===== src/rtl/arm_clock_reader.sv =====
// rtl/arm_clock_reader.sv - CPU read/compare block for the free-running count (optional: ARM_CLOCK_READER_DELTA_EN)
module arm_clock_reader #(
   parameter int unsigned ADDR_W    = 3,
   parameter logic [31:0] CMP_RESET = 32'hFFFF_FFFF
) (
   input  logic              cnt_clk,
   input  logic              cnt_resetn,
   input  logic [31:0]       cnt_value,
   input  logic              req_valid,
   output logic              req_ready,
   input  logic              req_write,
   input  logic [ADDR_W-1:0] req_addr,
   input  logic [31:0]       req_wdata,
   output logic              resp_valid,
   input  logic              resp_ready,
   output logic [31:0]       resp_rdata,
   output logic              irq
);

   typedef enum logic {IDLE, RESP} state_t;

   state_t      state;
   state_t      state_next;
   logic [31:0] snap;
   logic [31:0] cmp;
   logic [31:0] cnt_prev;
   logic [31:0] rd_data;
   logic        irq_en;
   logic        pending;
   logic        armed;
   logic        accept;
   logic        mapped;
   logic        tick;
   logic        match;
   logic [2:0]  idx;
   logic        wr_snap;
   logic        wr_cmp;
   logic        wr_ctrl;

   // Only the low three address bits select a register; any upper bit set makes the access unmapped.
   assign mapped  = (req_addr >> 3) == '0;
   assign idx     = req_addr[2:0];
   assign accept  = req_valid & req_ready;
   assign wr_snap = accept & req_write & mapped & (idx == 3'd1);
   assign wr_cmp  = accept & req_write & mapped & (idx == 3'd2);
   assign wr_ctrl = accept & req_write & mapped & (idx == 3'd3);

   // A match needs a count change, so a static count never re-fires the one-shot.
   assign tick  = (cnt_value != cnt_prev);
   assign match = tick & armed & (cnt_value == cmp);

   // Handshake FSM: accept in IDLE, hold the response in RESP until consumed.
   always_comb begin
      state_next = state;
      req_ready  = 1'b0;
      resp_valid = 1'b0;
      case (state)
         IDLE: begin
            req_ready = 1'b1;
            if (req_valid) state_next = RESP;
         end
         RESP: begin
            resp_valid = 1'b1;
            if (resp_ready) state_next = IDLE;
         end
         default: state_next = IDLE;
      endcase
   end

   // Read mux, evaluated with the count present in the accept cycle.
   always_comb begin
      rd_data = '0;
      if (mapped) begin
         case (idx)
            3'd0: rd_data = cnt_value;
            3'd1: rd_data = snap;
            3'd2: rd_data = cmp;
            3'd3: rd_data = {29'b0, armed, pending, irq_en};
`ifdef ARM_CLOCK_READER_DELTA_EN
            3'd4: rd_data = cnt_value - snap;
`endif
            default: rd_data = '0;
         endcase
      end
   end

   // FSM state register and the registered response data.
   always_ff @(posedge cnt_clk) begin
      if (!cnt_resetn) begin
         state      <= IDLE;
         resp_rdata <= '0;
      end else begin
         state <= state_next;
         if (accept) resp_rdata <= req_write ? 32'h0 : rd_data;
      end
   end

   // Register file, compare state and interrupt; match beats a W1C, a CMP write beats match on armed.
   always_ff @(posedge cnt_clk) begin
      if (!cnt_resetn) begin
         snap     <= '0;
         cmp      <= CMP_RESET;
         irq_en   <= 1'b0;
         pending  <= 1'b0;
         armed    <= 1'b0;
         cnt_prev <= '0;
         irq      <= 1'b0;
      end else begin
         cnt_prev <= cnt_value;
         if (wr_snap) snap <= cnt_value;
         if (wr_cmp) cmp <= req_wdata;
         if (wr_ctrl) irq_en <= req_wdata[0];
         if (match) pending <= 1'b1;
         else if (wr_ctrl && req_wdata[1]) pending <= 1'b0;
         if (wr_cmp) armed <= 1'b1;
         else if (match) armed <= 1'b0;
         irq <= pending & irq_en;
      end
   end

endmodule


===== config.mk =====
export PLATFORM = sky130hd
export DESIGN_NAME = arm_clock_reader
export DESIGN_NICKNAME = d
export VERILOG_FILES = /design/src/rtl/arm_clock_reader.sv
export SDC_FILE = /design/constraint.sdc
export NUM_CORES = 1
export LEC_CHECK = 0
export ABC_AREA = 1
export CAP_MARGIN = 10
export CORE_ASPECT_RATIO = 0.7
export CORE_MARGIN = 4
export CORE_UTILIZATION = 50
export CTS_CLUSTER_DIAMETER = 30
export DETAILED_ROUTE_END_ITERATION = 12
export PLACE_DENSITY = 0.76
export RECOVER_POWER = 100
export SLEW_MARGIN = 25
export SYNTH_ARGS = -nofsm -noshare
export SYNTH_HDL_FRONTEND = slang
export SYNTH_SLANG_ARGS = --single-unit

===== constraint.sdc =====
create_clock -name cnt_clk -period 2 [get_ports cnt_clk]
set_clock_uncertainty 0.15 [all_clocks]
set_input_delay 0.4 -clock cnt_clk [delete_from_list [all_inputs] [get_ports cnt_clk]]
set_output_delay 0.4 -clock cnt_clk [all_outputs]
set_load 0.005 [all_outputs]

==> summary.txt, run 1 <==
Place
  • Inst Count DP: 1132
  • Pre-CTS WS: -0.120 ns
  • DP Area: 0.00774 mm2
  • Port bufs: 106
  • Final GP Congestion: 0.855
  • Post-DP HPWL: 11600 um

Global route
  • Largest net degree at the start of global routing: 40
  • Tot GR Track Use: 0.246
  • Grt ovf: 0
  • First-pass GRT wire length: 27600 um
  • Vias in the first global route: 5656
  • Antenna violations before repair: 0

STA
  • Final Cycle Share: 0.978
  • Final hold slack: 0.310 ns
  • Final Hold Fails: 0
  • Setup TNS Final: 0 ns
  • Fin worst setup slack: 0.0444 ns
  • Max_slew headroom: 0.466
  • Fmax: 0.511 GHz
  • Worst-Margin Slew: 0.802 ns
  • Max Slew Vio Count: 0
  • Crit path time final: 1.96 ns
  • RSZ-0062 raised after global routing: false
  • Final setup vio count: 0

Synth
  • Fraction of the mapped netlist area in simple logic gates: 0.218
  • Post-synthesis cell area: 0.00600 mm2
  • Post-synthesis compound-gate area fraction: 0.194
  • Post-synth top area share: 0.444
  • Post-Syn Area per Cell: 7.22 um2
  • Synth warn: 0
  • Seq/Total Area, Yosys: 0.444
  • Synth top area cells: dfxtp_1 44%, nand2_1 17%, a21oi_1 7.5%, inv_1 6.6%, o21ai_0 5.6%
  • Syn nets: 904
  • Mapped Cells: 832
  • Largest family of logic cells by synthesized area: simple AND/OR/NAND/NOR gates
  • #FFs+latches synth: 133
  • Adder-Cell Fraction of Synth Area: 0
  • Synth Area in XOR/XNOR: 0.0423
  • Synth area leader: dfxtp_1
  • Count of different cell masters after synthesis: 27
  • Mux cell area share after synthesis: 0

Final layout
  • Finished Cell Area: 0.00819 mm2
  • # nets final: 1066
  • Fillers: 995
  • Final Util: 0.699
  • Layout area overhead: 36.5%
  • Final cell count without fillers: 1164
  • Antenna diode count: 0
  • Share of layout cells above drive strength 1: 0.120

Critical path
  • Critical path fanouts, max: 2
  • Crit path kind: flop to output port
  • Max incr delay on CP: 0.60 ns
  • CP bufs+invs: 1
  • Data required, critical path: 1.45 ns
  • WP data arrival: 1.41 ns
  • Slowest CP cell: dlygate4sd3_1
  • CP Cell Sequence: dlygate4sd3_1
  • CP endpoint kind: output port
  • Crit-path leading delay family: buffers and inverters
  • Startpoint Class: flop

Outcome
  • Status: finished clean

Floorplan
  • Site Rows: 33
  • Initial Util: 0.512
  • Core area: 0.0117 mm2
  • Die area: 0.0139 mm2
  • Die Y: 99.7 um
  • Horiz. Die Dim: 139 um
  • IO Pins: 107

Clock tree
  • H-Tree Level Count: 4
  • Later-pin clock latency in the skew report: 0.42 ns
  • Sink Count: 133
  • CTS clock-pin slew for the worst setup and hold paths: 0.05 ns
  • Clock root buffer: clkbuf_16
  • Post-CTS Setup Bufs: 0
  • CTS tree: built
  • Post-CTS sizing: 0
  • CTS Buffer Depth: 2
  • Inserted Clock Buffers: 17
  • Hold_buf cts: 0

Detailed routing
  • 1st-iter DRT viols: 499
  • Antenna Nets Post-Route: 0
  • Drt drc: 0
  • DR WL/cell: 14.6 um
  • DR vias: 5938
  • 1st-pass router iterations: 5
  • Routed WL: 16900 um
  • Routed vias/inst: 5.10

Power and ir drop
  • Total chip power: 6.41 mW
  • Pwr Density: 782 mW/mm2
  • P_leak: 3.91 nW
  • Maximum vdd drop: 0.633 mV

Run
  • Max-cap violations: 0

Min path
  • HP Class: flop to flop
[worst paths after layout]
path	cells after the start	endpoint	slack (ns)	start
max	1	resp_rdata[16]	0.04	resp_rdata[16]
min	2	resp_rdata[4]	0.31	resp_rdata[4]
max reg2reg	5	resp_rdata[21]	0.28	state
min reg2reg	2	resp_rdata[4]	0.31	resp_rdata[4]
[layout make-up]
type / count / area, um2 / share of cell area
clock buffers: 23 / 478 / 0.0583
clock inverters: 9 / 77.6 / 0.00947
inverters: 110 / 415 / 0.0507
multi-input cells: 549 / 2650 / 0.323
flip-flops and latches: 133 / 2660 / 0.325
well taps: 157 / 196 / 0.0240
repair buffers: 183 / 1720 / 0.209
[routing by layer]
layer / vias to the layer above / GRT usage / share of wire
li1: 2969 / - / -
met1: 2711 / 0.350 / 0.48
met2: 232 / 0.373 / 0.42
met3: 26 / 0.0658 / 0.079
met4: 0 / 0.0654 / 0.013
met5: - / 0 / 0
[synth_stat cells]
library cell / instances
clkbuf_2: 3
buf_2: 14
nor3_4: 1
nand4_1: 3
o221ai_1: 4
clkbuf_1: 18
nor3_2: 1
nand3_1: 14
a21oi_1: 90
o22ai_1: 2
nand2_1: 271
buf_6: 4
nor2_2: 1
o211ai_1: 3
inv_2: 4
xor2_1: 2
inv_1: 105
xnor2_1: 27
or2_2: 1
inv_4: 1
dfxtp_1: 133
nor2_4: 1
o21ai_0: 67
buf_1: 1
a22oi_1: 1
o221ai_2: 20
nor2_1: 40
[worst min-delay path: stages, from the launching register on]
cell and delay [ns]:
dfxtp_1 0.30, nand2_1 0.06, a21oi_1 0.05
[power by group]
part	switching (mW)	leakage, nW	internal [mW]
Combinational	0.369	2.56	0.361
Sequential	0.0342	1.08	2.72
Clock	1.13	0.269	1.79
Total	1.53	3.91	4.88
[placed cells by master, fill, tap and decap left out]
cell	Yosys	final
a21oi_1	90	90
a22oi_1	1	1
buf_12	0	8
buf_4	0	63
bufinv_16	0	1
clkbuf_1	18	5
clkbuf_16	0	17
clkbuf_2	3	5
clkbuf_8	0	3
clkdlybuf4s50_1	0	65
clkinv_2	0	5
clkinvlp_4	0	3
dfxtp_1	133	133
dlygate4sd3_1	0	40
inv_1	105	105
inv_2	4	4
inv_4	1	1
nand2_1	271	271
nand3_1	14	14
nand4_1	3	3
nor2_1	40	40
nor2_4	1	2
nor3_4	1	2
o211ai_1	3	3
o21ai_0	67	67
o221ai_1	4	18
o221ai_2	20	6
o22ai_1	2	2
or2_2	1	1
xnor2_1	27	27
xor2_1	2	2
[logic make-up after synthesis]
logic type | count (synthesis)
buffers and inverters | 150
xor gates and xnor gates | 29
AOI/OAI and AO/OA | 187
and+or+nand+nor | 333
DFF | 133
[state kept, by name, summed over array words and instances (netlist names)]
name / count
resp_rdata: 32
state: 1
cmp: 32
armed: 1
irq_en: 1
irq: 1
pending: 1
cnt_prev: 32
snap: 32
(Power assumes the default switching activity.)
==> inputs of run 2 (changes only) <==
REMOVE_ABC_BUFFERS = 1   (was unset)
==> run 2 against run 1 <==
Total power rose by 2.9%; worst setup slack improved by 0.037 ns; sequential cell count did not move; largest power group unchanged; clock power rose by 6%; hold slack improved by 0.0012 ns; cell count rose by 0.43%; critical path depth did not move; non-clock buffer count rose by 5; critical path type unchanged.
==> summary.txt, run 2 (synthesized netlist as in run 1, its figures left out) <==
Critical path
  • Startpoint Class: flop
  • Critical path fanouts, max: 2 (unchanged)
  • Crit-path leading delay family: buffers and inverters
  • Setup crit start: resp_rdata[20]
  • Data required, critical path: 1.45 ns (about the same)
  • Crit path kind: flop to output port
  • Max incr delay on CP: 0.59 ns (about the same)
  • WP data arrival: 1.37 ns (-0.04 ns)
  • CP bufs+invs: 1 (unchanged)
  • Reg-to-Reg Start: state
  • Slowest CP cell: dlygate4sd3_1
  • CP Cell Sequence: dlygate4sd3_1
  • CP endpoint kind: output port

Global route
  • Antenna violations before repair: 0 (unchanged)
  • Grt ovf: 0 (unchanged)
  • Tot GR Track Use: 0.247 (+0.000440)
  • Largest net degree at the start of global routing: 49 (+23%)
  • First-pass GRT wire length: 27500 um (-0.52%)
  • Vias in the first global route: 5708 (+0.92%)

Final layout
  • Most common cell after layout, fill and taps aside: nand2_1
  • Layout area overhead: 39.3%
  • Fillers: 948 (-4.7%)
  • Share of layout cells above drive strength 1: 0.135 (+0.0152)
  • Reg area: 0.00266 mm2 (unchanged)
  • # nets final: 1071 (+0.47%)
  • Antenna diode count: 0 (unchanged)
  • Commonest non-fill, non-tap cells in the layout: 271 x nand2_1, 133 x dfxtp_1, 105 x inv_1
  • Footprint of the multi-input gates: 0.00272 mm2 (+2.6%)

Clock tree
  • H-Tree Level Count: 4 (unchanged)
  • Inserted Clock Buffers: 17 (unchanged)
  • Hold_buf cts: 0 (unchanged)
  • Later-pin clock latency in the skew report: 0.42 ns (about the same)
  • CTS Buffer Depth: 2 (unchanged)
  • Post-CTS sizing: 0 (unchanged)
  • CTS tree: built
  • Post-CTS Setup Bufs: 0 (unchanged)
  • CTS clock-pin slew for the worst setup and hold paths: 0.05 ns (about the same)
  • Clock root buffer: clkbuf_16
  • Sink Count: 133 (unchanged)

STA
  • Final hold slack: 0.311 ns (+0.00118 ns)
  • Fin worst setup slack: 0.0815 ns (+0.0371 ns)
  • Max_slew headroom: 0.216 (-0.250)
  • Worst-Margin Slew: 1.18 ns (+0.375 ns)
  • Final setup vio count: 0 (unchanged)
  • Max Slew Vio Count: 0 (unchanged)
  • Final Hold Fails: 0 (unchanged)
  • Fmax: 0.521 GHz (+1.9%)
  • Final Cycle Share: 0.959 (-0.0186)
  • RSZ-0062 raised after global routing: false
  • Crit path time final: 1.92 ns (-0.0371 ns)

Place
  • Final GP Congestion: 0.843 (-1.5%)
  • Port bufs: 106 (unchanged)
  • Pre-CTS WS: -0.178 ns (-0.0575 ns)
  • Post-DP HPWL: 11700 um (+0.92%)

Detailed routing
  • 1st-iter DRT viols: 424 (-15%)
  • DR WL/cell: 14.6 um (+0.61%)
  • Routed vias/inst: 5.17 (+1.3%)
  • 1st-pass router iterations: 7 (+2)
  • DR vias: 6043 (+1.8%)
  • Antenna Nets Post-Route: 0 (unchanged)
  • Drt drc: 0 (unchanged)
  • Routed WL: 17100 um (+1.0%)

Min path
  • HP Class: flop to flop
  • HP Start: resp_rdata[7]

Floorplan
  • Core area: 0.0117 mm2 (unchanged)
  • Die area: 0.0139 mm2 (unchanged)
  • IO Pins: 107 (unchanged)
  • Site Rows: 33 (unchanged)
  • Die Y: 99.7 um (unchanged)
  • Horiz. Die Dim: 139 um (unchanged)
  • Initial Util: 0.512 (unchanged)

Outcome
  • Status: finished clean

Power and ir drop
  • Maximum vdd drop: 0.691 mV (+9.2%)
  • Pwr Density: 789 mW/mm2 (+0.89%)
  • Total chip power: 6.60 mW (+2.9%)
  • P_leak: 3.98 nW (+1.8%)

Run
  • Max-cap violations: 0 (unchanged)
==> run 2: final cells by class <==
class,instances,area share
inverters,110,0.0497
well taps,157,0.0235
clock inverters,8,0.0117
flip-flops and latches,133,0.318
repair buffers,188,0.213
multi-input cells,549,0.325
clock buffers,24,0.0588
==> run 2: power by group <==
part | internal (mW) | switching, mW
sequential | 2.72 | 0.0330
combinational | 0.369 | 0.381
clock | 1.96 | 1.13
total | 5.05 | 1.55
==> run 2: final timing paths <==
check,to,slack (ns),cells after the start
min,resp_rdata[7],0.31,2
max reg2reg,resp_rdata[31],0.24,5
max,resp_rdata[20],0.08,1
min reg2reg,resp_rdata[7],0.31,2
==> run 2: routing by layer <==
metal | vias to the layer above | share of wire | global-route usage
li1 | 2986 | - | -
met3 | 20 | 0.086 | 0.0505
met1 | 2776 | 0.46 | 0.335
met4 | 0 | 0.012 | 0.0887
met2 | 261 | 0.45 | 0.393
met5 | - | 0 | 0
==> run 2: through the flow <==
| stage | utilization | TNS [ns] | std cells | area [um2] |
|---|---|---|---|---|
| 6_report | 0.713 | 0 | 1169 | 8360 |
| 3_5_place_dp | 0.667 | -4.73 | 1137 | 7820 |
| 2_1_floorplan | - | -17.66 | 792 | 5800 |
| 5_1_grt | 0.713 | 0 | 1169 | 8360 |
| 3_3_place_gp | 0.667 | -4.03 | 1137 | 7820 |
| 4_1_cts | 0.717 | 0 | 1169 | 8410 |
